## config.mk

```make
export PLATFORM = sky130hd
export DESIGN_NAME = sram_port_arbiter_flat
export DESIGN_NICKNAME = d
export VERILOG_FILES = /design/src/rtl/sram_port_arbiter_if.sv /design/src/rtl/sram_port_arbiter.sv /design/src/flat_wrapper.sv
export SDC_FILE = /design/constraint.sdc
export NUM_CORES = 1
export LEC_CHECK = 0
export ABC_AREA = 1
export BUFFER_PORTS_ARGS = -buffer_cell sky130_fd_sc_hd__buf_2
export CORE_AREA = 2 2 97 99
export DETAILED_ROUTE_END_ITERATION = 8
export DIE_AREA = 0 0 99 101
export PLACE_DENSITY_LB_ADDON = 0.05
export SKIP_LAST_GASP = 1
export SLEW_MARGIN = 20
export SYNTH_ARGS = -nofsm -noshare
export SYNTH_HDL_FRONTEND = slang
export SYNTH_SLANG_ARGS = --single-unit
export TNS_END_PERCENT = 100
```

## constraint.sdc

```tcl
create_clock -name clk -period 4.1 [get_ports clk]
set_clock_uncertainty 0.05 [all_clocks]
set_input_delay 0.205 -clock clk [delete_from_list [all_inputs] [get_ports clk]]
set_output_delay 0.205 -clock clk [all_outputs]
set_load 0.02 [all_outputs]
```

## src/rtl/sram_port_arbiter_if.sv

```systemverilog
// Bus bundle between the two SRAM requesters (CPU, DMA), the SRAM macro and
// the sram_port_arbiter.
//
// Signal groups:
//   cpu_*          CPU request fields in, cpu_gnt / cpu_rvalid back
//   dma_*          DMA request fields in, dma_gnt / dma_rvalid back
//   rdata          shared read data returned to whichever requester has rvalid
//   sram_*         SRAM control/data out, sram_DO from the SRAM
//   *_grant_cnt    saturating grant statistics
//
// Modports:
//   slave  - the arbiter's view
//   master - the environment's view (requesters + SRAM)
interface sram_port_arbiter_if #(
  parameter int unsigned ADDR_W = 16,
  parameter int unsigned DATA_W = 32,
  parameter int unsigned CNT_W  = 16
) ();

  logic              cpu_req;
  logic              cpu_we;
  logic [ADDR_W-1:0] cpu_addr;
  logic [DATA_W-1:0] cpu_wdata;
  logic              cpu_gnt;
  logic              cpu_rvalid;

  logic              dma_req;
  logic              dma_we;
  logic [ADDR_W-1:0] dma_addr;
  logic [DATA_W-1:0] dma_wdata;
  logic              dma_gnt;
  logic              dma_rvalid;

  logic [DATA_W-1:0] rdata;

  logic [ADDR_W-1:0] sram_ADDR;
  logic [DATA_W-1:0] sram_DI;
  logic              sram_EN;
  logic              sram_WE;
  logic [DATA_W-1:0] sram_DO;

  logic [CNT_W-1:0]  cpu_grant_cnt;
  logic [CNT_W-1:0]  dma_grant_cnt;

  modport slave (
    input  cpu_req, cpu_we, cpu_addr, cpu_wdata,
    input  dma_req, dma_we, dma_addr, dma_wdata,
    input  sram_DO,
    output cpu_gnt, cpu_rvalid, dma_gnt, dma_rvalid, rdata,
    output sram_ADDR, sram_DI, sram_EN, sram_WE,
    output cpu_grant_cnt, dma_grant_cnt
  );

  modport master (
    output cpu_req, cpu_we, cpu_addr, cpu_wdata,
    output dma_req, dma_we, dma_addr, dma_wdata,
    output sram_DO,
    input  cpu_gnt, cpu_rvalid, dma_gnt, dma_rvalid, rdata,
    input  sram_ADDR, sram_DI, sram_EN, sram_WE,
    input  cpu_grant_cnt, dma_grant_cnt
  );

endinterface

```

## src/rtl/sram_port_arbiter.sv

```systemverilog
// Arbiter sharing one single-port synchronous SRAM between the CPU control
// path (requester 0) and the DMA copy engine (requester 1).
//
// Each cycle at most one access is selected and the SRAM control signals are
// driven combinationally from the winner. Read data comes back from the SRAM
// one cycle after the grant and is flagged with the rvalid of the requester
// that issued the read. The CPU has fixed priority; a starvation counter lets
// the DMA win a contested cycle after STARVE_LIMIT consecutive denials.
//
// Ports:
//   clk    clock
//   reset  synchronous, active-high reset
//   bus    sram_port_arbiter_if.slave: requester handshakes, SRAM drive,
//          shared rdata and grant statistics counters
module sram_port_arbiter #(
  parameter int unsigned ADDR_W       = 16,
  parameter int unsigned DATA_W       = 32,
  parameter int unsigned STARVE_LIMIT = 4,  // legal range 1..15
  parameter int unsigned CNT_W        = 16
) (
  input  logic                  clk,
  input  logic                  reset,
  sram_port_arbiter_if.slave    bus
);

  localparam logic [3:0]       StarveLimit = 4'(STARVE_LIMIT);
  localparam logic [3:0]       StarveMax   = 4'hF;
  localparam logic [CNT_W-1:0] CntMax      = {CNT_W{1'b1}};

  logic             cpu_win;
  logic             dma_win;
  logic             rd_grant;

  logic [3:0]       starve_q, starve_d;
  logic             rd_pending_q, rd_pending_d;
  logic             rd_owner_q, rd_owner_d;   // 0 = cpu, 1 = dma
  logic [CNT_W-1:0] cpu_cnt_q, cpu_cnt_d;
  logic [CNT_W-1:0] dma_cnt_q, dma_cnt_d;

  // Arbitration. Reset suppresses every grant so nothing reaches the SRAM.
  always_comb begin
    cpu_win = 1'b0;
    dma_win = 1'b0;
    if (!reset) begin
      if (bus.dma_req && (!bus.cpu_req || (starve_q >= StarveLimit))) begin
        dma_win = 1'b1;
      end else if (bus.cpu_req) begin
        cpu_win = 1'b1;
      end
    end
  end

  // SRAM drive. Idle cycles present all-zero controls; write data is only
  // forwarded on writes so DI stays quiet during reads.
  always_comb begin
    bus.sram_EN   = 1'b0;
    bus.sram_WE   = 1'b0;
    bus.sram_ADDR = '0;
    bus.sram_DI   = '0;
    if (dma_win) begin
      bus.sram_EN   = 1'b1;
      bus.sram_WE   = bus.dma_we;
      bus.sram_ADDR = bus.dma_addr;
      bus.sram_DI   = bus.dma_we ? bus.dma_wdata : '0;
    end else if (cpu_win) begin
      bus.sram_EN   = 1'b1;
      bus.sram_WE   = bus.cpu_we;
      bus.sram_ADDR = bus.cpu_addr;
      bus.sram_DI   = bus.cpu_we ? bus.cpu_wdata : '0;
    end
  end

  assign rd_grant = (cpu_win && !bus.cpu_we) || (dma_win && !bus.dma_we);

  // Next-state logic.
  always_comb begin
    // Starvation: count denied DMA cycles, clear on grant or when DMA is idle.
    starve_d = '0;
    if (bus.dma_req && !dma_win) begin
      starve_d = (starve_q == StarveMax) ? starve_q : starve_q + 4'd1;
    end

    // One-deep read return pipeline; a new read may be granted while the
    // previous one is being returned.
    rd_pending_d = rd_grant;
    rd_owner_d   = rd_grant ? dma_win : rd_owner_q;

    cpu_cnt_d = cpu_cnt_q;
    if (cpu_win && (cpu_cnt_q != CntMax)) begin
      cpu_cnt_d = cpu_cnt_q + 1'b1;
    end

    dma_cnt_d = dma_cnt_q;
    if (dma_win && (dma_cnt_q != CntMax)) begin
      dma_cnt_d = dma_cnt_q + 1'b1;
    end
  end

  always_ff @(posedge clk) begin
    if (reset) begin
      starve_q     <= '0;
      rd_pending_q <= 1'b0;
      rd_owner_q   <= 1'b0;
      cpu_cnt_q    <= '0;
      dma_cnt_q    <= '0;
    end else begin
      starve_q     <= starve_d;
      rd_pending_q <= rd_pending_d;
      rd_owner_q   <= rd_owner_d;
      cpu_cnt_q    <= cpu_cnt_d;
      dma_cnt_q    <= dma_cnt_d;
    end
  end

  assign bus.cpu_gnt = cpu_win;
  assign bus.dma_gnt = dma_win;

  // rvalid is masked by reset so a read in flight when reset arrives is
  // dropped immediately rather than surfacing for one more cycle.
  assign bus.cpu_rvalid = rd_pending_q && !rd_owner_q && !reset;
  assign bus.dma_rvalid = rd_pending_q &&  rd_owner_q && !reset;

  assign bus.rdata = bus.sram_DO;

  assign bus.cpu_grant_cnt = cpu_cnt_q;
  assign bus.dma_grant_cnt = dma_cnt_q;

endmodule

```

## src/flat_wrapper.sv

```systemverilog
// flat-port wrapper written by rule: the top's interface ports become plain ports
module sram_port_arbiter_flat 
#(
  parameter int unsigned ADDR_W       = 16,
  parameter int unsigned DATA_W       = 32,
  parameter int unsigned STARVE_LIMIT = 4,                      
  parameter int unsigned CNT_W        = 16
)
  (clk, reset, bus_cpu_req, bus_cpu_we, bus_cpu_addr, bus_cpu_wdata, bus_dma_req, bus_dma_we, bus_dma_addr, bus_dma_wdata, bus_sram_DO, bus_cpu_gnt, bus_cpu_rvalid, bus_dma_gnt, bus_dma_rvalid, bus_rdata, bus_sram_ADDR, bus_sram_DI, bus_sram_EN, bus_sram_WE, bus_cpu_grant_cnt, bus_dma_grant_cnt);
  sram_port_arbiter_if #(.ADDR_W(ADDR_W), .DATA_W(DATA_W), .CNT_W(CNT_W)) bus_i ();
  input  logic clk;
  input  logic reset;
  input wire logic [$bits(bus_i.cpu_req)-1:0] bus_cpu_req;
  input wire logic [$bits(bus_i.cpu_we)-1:0] bus_cpu_we;
  input wire logic [$bits(bus_i.cpu_addr)-1:0] bus_cpu_addr;
  input wire logic [$bits(bus_i.cpu_wdata)-1:0] bus_cpu_wdata;
  input wire logic [$bits(bus_i.dma_req)-1:0] bus_dma_req;
  input wire logic [$bits(bus_i.dma_we)-1:0] bus_dma_we;
  input wire logic [$bits(bus_i.dma_addr)-1:0] bus_dma_addr;
  input wire logic [$bits(bus_i.dma_wdata)-1:0] bus_dma_wdata;
  input wire logic [$bits(bus_i.sram_DO)-1:0] bus_sram_DO;
  output wire logic [$bits(bus_i.cpu_gnt)-1:0] bus_cpu_gnt;
  output wire logic [$bits(bus_i.cpu_rvalid)-1:0] bus_cpu_rvalid;
  output wire logic [$bits(bus_i.dma_gnt)-1:0] bus_dma_gnt;
  output wire logic [$bits(bus_i.dma_rvalid)-1:0] bus_dma_rvalid;
  output wire logic [$bits(bus_i.rdata)-1:0] bus_rdata;
  output wire logic [$bits(bus_i.sram_ADDR)-1:0] bus_sram_ADDR;
  output wire logic [$bits(bus_i.sram_DI)-1:0] bus_sram_DI;
  output wire logic [$bits(bus_i.sram_EN)-1:0] bus_sram_EN;
  output wire logic [$bits(bus_i.sram_WE)-1:0] bus_sram_WE;
  output wire logic [$bits(bus_i.cpu_grant_cnt)-1:0] bus_cpu_grant_cnt;
  output wire logic [$bits(bus_i.dma_grant_cnt)-1:0] bus_dma_grant_cnt;
  assign bus_i.cpu_req = bus_cpu_req;
  assign bus_i.cpu_we = bus_cpu_we;
  assign bus_i.cpu_addr = bus_cpu_addr;
  assign bus_i.cpu_wdata = bus_cpu_wdata;
  assign bus_i.dma_req = bus_dma_req;
  assign bus_i.dma_we = bus_dma_we;
  assign bus_i.dma_addr = bus_dma_addr;
  assign bus_i.dma_wdata = bus_dma_wdata;
  assign bus_i.sram_DO = bus_sram_DO;
  assign bus_cpu_gnt = bus_i.cpu_gnt;
  assign bus_cpu_rvalid = bus_i.cpu_rvalid;
  assign bus_dma_gnt = bus_i.dma_gnt;
  assign bus_dma_rvalid = bus_i.dma_rvalid;
  assign bus_rdata = bus_i.rdata;
  assign bus_sram_ADDR = bus_i.sram_ADDR;
  assign bus_sram_DI = bus_i.sram_DI;
  assign bus_sram_EN = bus_i.sram_EN;
  assign bus_sram_WE = bus_i.sram_WE;
  assign bus_cpu_grant_cnt = bus_i.cpu_grant_cnt;
  assign bus_dma_grant_cnt = bus_i.dma_grant_cnt;
  sram_port_arbiter #(.ADDR_W(ADDR_W), .DATA_W(DATA_W), .STARVE_LIMIT(STARVE_LIMIT), .CNT_W(CNT_W)) u_core (.clk(clk), .reset(reset), .bus(bus_i));
endmodule
```

==> impl_results.md <==
- Result of the run: finished clean
- Number of flip-flops and latches in the synthesized netlist: 38
- Sink Count: 38
- Effective utilization at floorplan: 0.3603
- DRT antenna net count: 0
- Count of port buffers added during placement: 187
- Synthesized net count: 651
- DRC errors left: 0
- Number of buffers added by the clock tree synthesis step: 5
- Post-layout total power: 917.9 µW
- Worst-path maximum fanout: 54
- Final Hold Viols: 0
- Most common cell after layout, fill and taps aside: buf_2
- Buffers inserted by post-CTS timing repair: 0
- Height of the chip: 101 µm
- Series of cell instances along the critical path: nor2_2, nand2_1, nand2_4, inv_2, nand3_1, o21ai_0, buf_2
- Post-detail-place hpwl: 8.696 mm
- Wirelength, routed: 10.91 mm
- Pin count of the biggest net entering global routing: 55
- Peak ir drop on the vdd network: 145.2 µV
- Crit path launch type: register
- # IOs: 252
- Most frequent cells in the layout: buf_2 (187), nand2_1 (144), nand3_1 (54), nor2_1 (51), dfxtp_1 (38)
- Area enclosed by the die boundary: 9999 µm²
- Detailed router's first-iteration violation count: 128
- Path type of the worst setup path: reg -> out
- Vias in the first global route: 3341
- Remaining global-route overflow: 0
- Cell family with most CP delay: buffers and inverters
- Number of vias after detailed routing: 3676
- Detail-routed via count per cell: 4.830
- CP arrival: 2.22 ns
- Buf+Inv Stages, Crit Path: 2
- Clock input transition at the sequential cells of the worst setup and hold paths: 0.08 ns
- Area growth syn-to-layout: 24.84%
- Crit-path slowest cell: inv_2
- Post-synthesis cell count: 514
- Leakage power total: 1.963 nW
- Post-Syn Area: 3234 µm²
- Die width: 99 µm
- Fin crit period: 2.478 ns
- Final core occ: 0.4498
- Minimum hold slack: 0.1449 ns
- Kind of end point of the critical path: primary output
- CP max stage delay: 0.63 ns
- Count of hold-fix buffers inserted at cts: 0
- Global-route wire length before repair: 16.85 mm
- Ratio of cells with drive above 1 in the final layout: 0.3708
- Count of filler cells inserted in the layout: 999
- TNS Setup: 0 ns
- Number of detailed-routing iterations run before antenna repair: 4
- Number of max-cap violations: 0
- Library cell used as clock root buffer: clkbuf_8
- Sequential element share of the synthesized area: 0.2352
- Resized cells post-CTS: 0
- Unrepaired setup endpoints after global routing: no
- Net count of the finished layout: 786
- Clock latency reported for the late side of the worst-skew pair: 0.29 ns
- CTS tree: built
- Synth unique cells: 32
- Peak clock frequency supported by timing: 0.4036 GHz
- Cell row count: 35
- Headroom to the max-slew limit: 0.4287
- Slew Limit Fails: 0
- Endpoints failing setup: 0
- Part of the cycle the worst path needs: 0.6043
- Least-Margin Pin Slew: 0.8557 ns
- Antenna violations before repair: 0
- Average instance area after synthesis: 6.293 µm²
- Power density cells: 227.3 nW/µm²
- Req. time, crit path: 3.85 ns
- CTS H-Tree Depth: 2
- Final weighted congestion of routability-driven global placement: 0.8652
- Total routing usage reported by global routing: 0.2082
- Worst hold path type: in -> reg
- Antenna fix cells: 0
- Yosys warnings: 0
- Routed WL per cell: 14.33 µm
- Buffers from clock root to sink, at most: 2
- Area inside the core boundary: 8977 µm²
[power by group]
group          internal (mW)  switching [mW]
Clock                  0.181           0.149
Combinational         0.0771           0.133
Sequential             0.373         0.00505
[final cells by class]
class,instances,area (µm²),share of cell area
tap,111,138.9,0.03440
clock inverter,3,45.04,0.01116
sequential,38,760.7,0.1884
timing repair buffer,187,935.9,0.2318
multi-input combinational,378,1941,0.4806
inverter,39,147.6,0.03657
clock buffer,5,68.82,0.01704
[cell families (layout without fill, tap and decap cells)]
group | after synthesis | count (layout) | share of synthesized area
XOR/XNOR | 11 | 11 | 0.02979
AO/OA/AOI/OAI | 79 | 79 | 0.1663
other | 1 | 1 | 0.001159
flip-flops | 38 | 38 | 0.2352
AND/OR/NAND/NOR | 284 | 284 | 0.3884
buffers and inverters | 98 | 234 | 0.1675
adder cells (fa/ha/maj) | 3 | 3 | 0.01161
[final timing paths]
kind,start,endpoint,slack (ns),cells after the start
setup / recovery,u_core.starve_q[3],bus_sram_DI[22],1.62,7
hold reg to reg,u_core.bus.dma_grant_cnt[7],u_core.bus.dma_grant_cnt[7],0.46,2
setup reg to reg,u_core.starve_q[3],u_core.bus.dma_grant_cnt[11],2.11,7
hold / removal,bus_dma_req,u_core.starve_q[1],0.14,2
[per-layer routing]
layer	GRT usage	part of all wire
met1	0.2613	0.44
met2	0.3565	0.47
met3	0.06033	0.079
met4	0.04215	0.0069
met5	0	0
[worst register-to-register path, delay by kind of cell, from the launching register on]
family                 cells  cell delay (ns)
AND/OR/NAND/NOR            5             0.75
buffers and inverters      1             0.63
AO/OA/AOI/OAI              1             0.06
flip-flops                 1             0.37
[metrics by stage]
step | instance area [µm²] | setup WS [ns] | instances
after global routing | 4038 | 1.468 | 761
final | 4038 | 1.622 | 761
after global placement | 3915 | 1.466 | 753
after floorplan | 3234 | 2.430 | 514
after detailed placement | 3915 | 1.450 | 753
after CTS | 4029 | 1.450 | 761
[flip-flops by register name (all words and copies together) (netlist names)]
name and flops:
u_core.bus.cpu_grant_cnt 16, u_core.bus.dma_grant_cnt 16, u_core.rd_owner_q 1, u_core.rd_pending_q 1, u_core.starve_q 4
[synthesized netlist by cell type, drive strengths merged]
master	instances	area share
nor2	62	0.085
o2111a	2	0.0070
buf	45	0.11
nor3b	1	0.0023
xnor2	4	0.011
dfxtp	38	0.24
o21ai	37	0.057
clkinv	2	0.0027
inv	37	0.043
conb	1	0.0012
ha	3	0.012
nand4	10	0.019
a22o	16	0.043
nand2	156	0.19
a21oi	22	0.053
clkbuf	14	0.016
xor2	7	0.019
o211ai	2	0.0062
nand3	55	0.087
No activity file was read; power rests on OpenSTA's default activity.
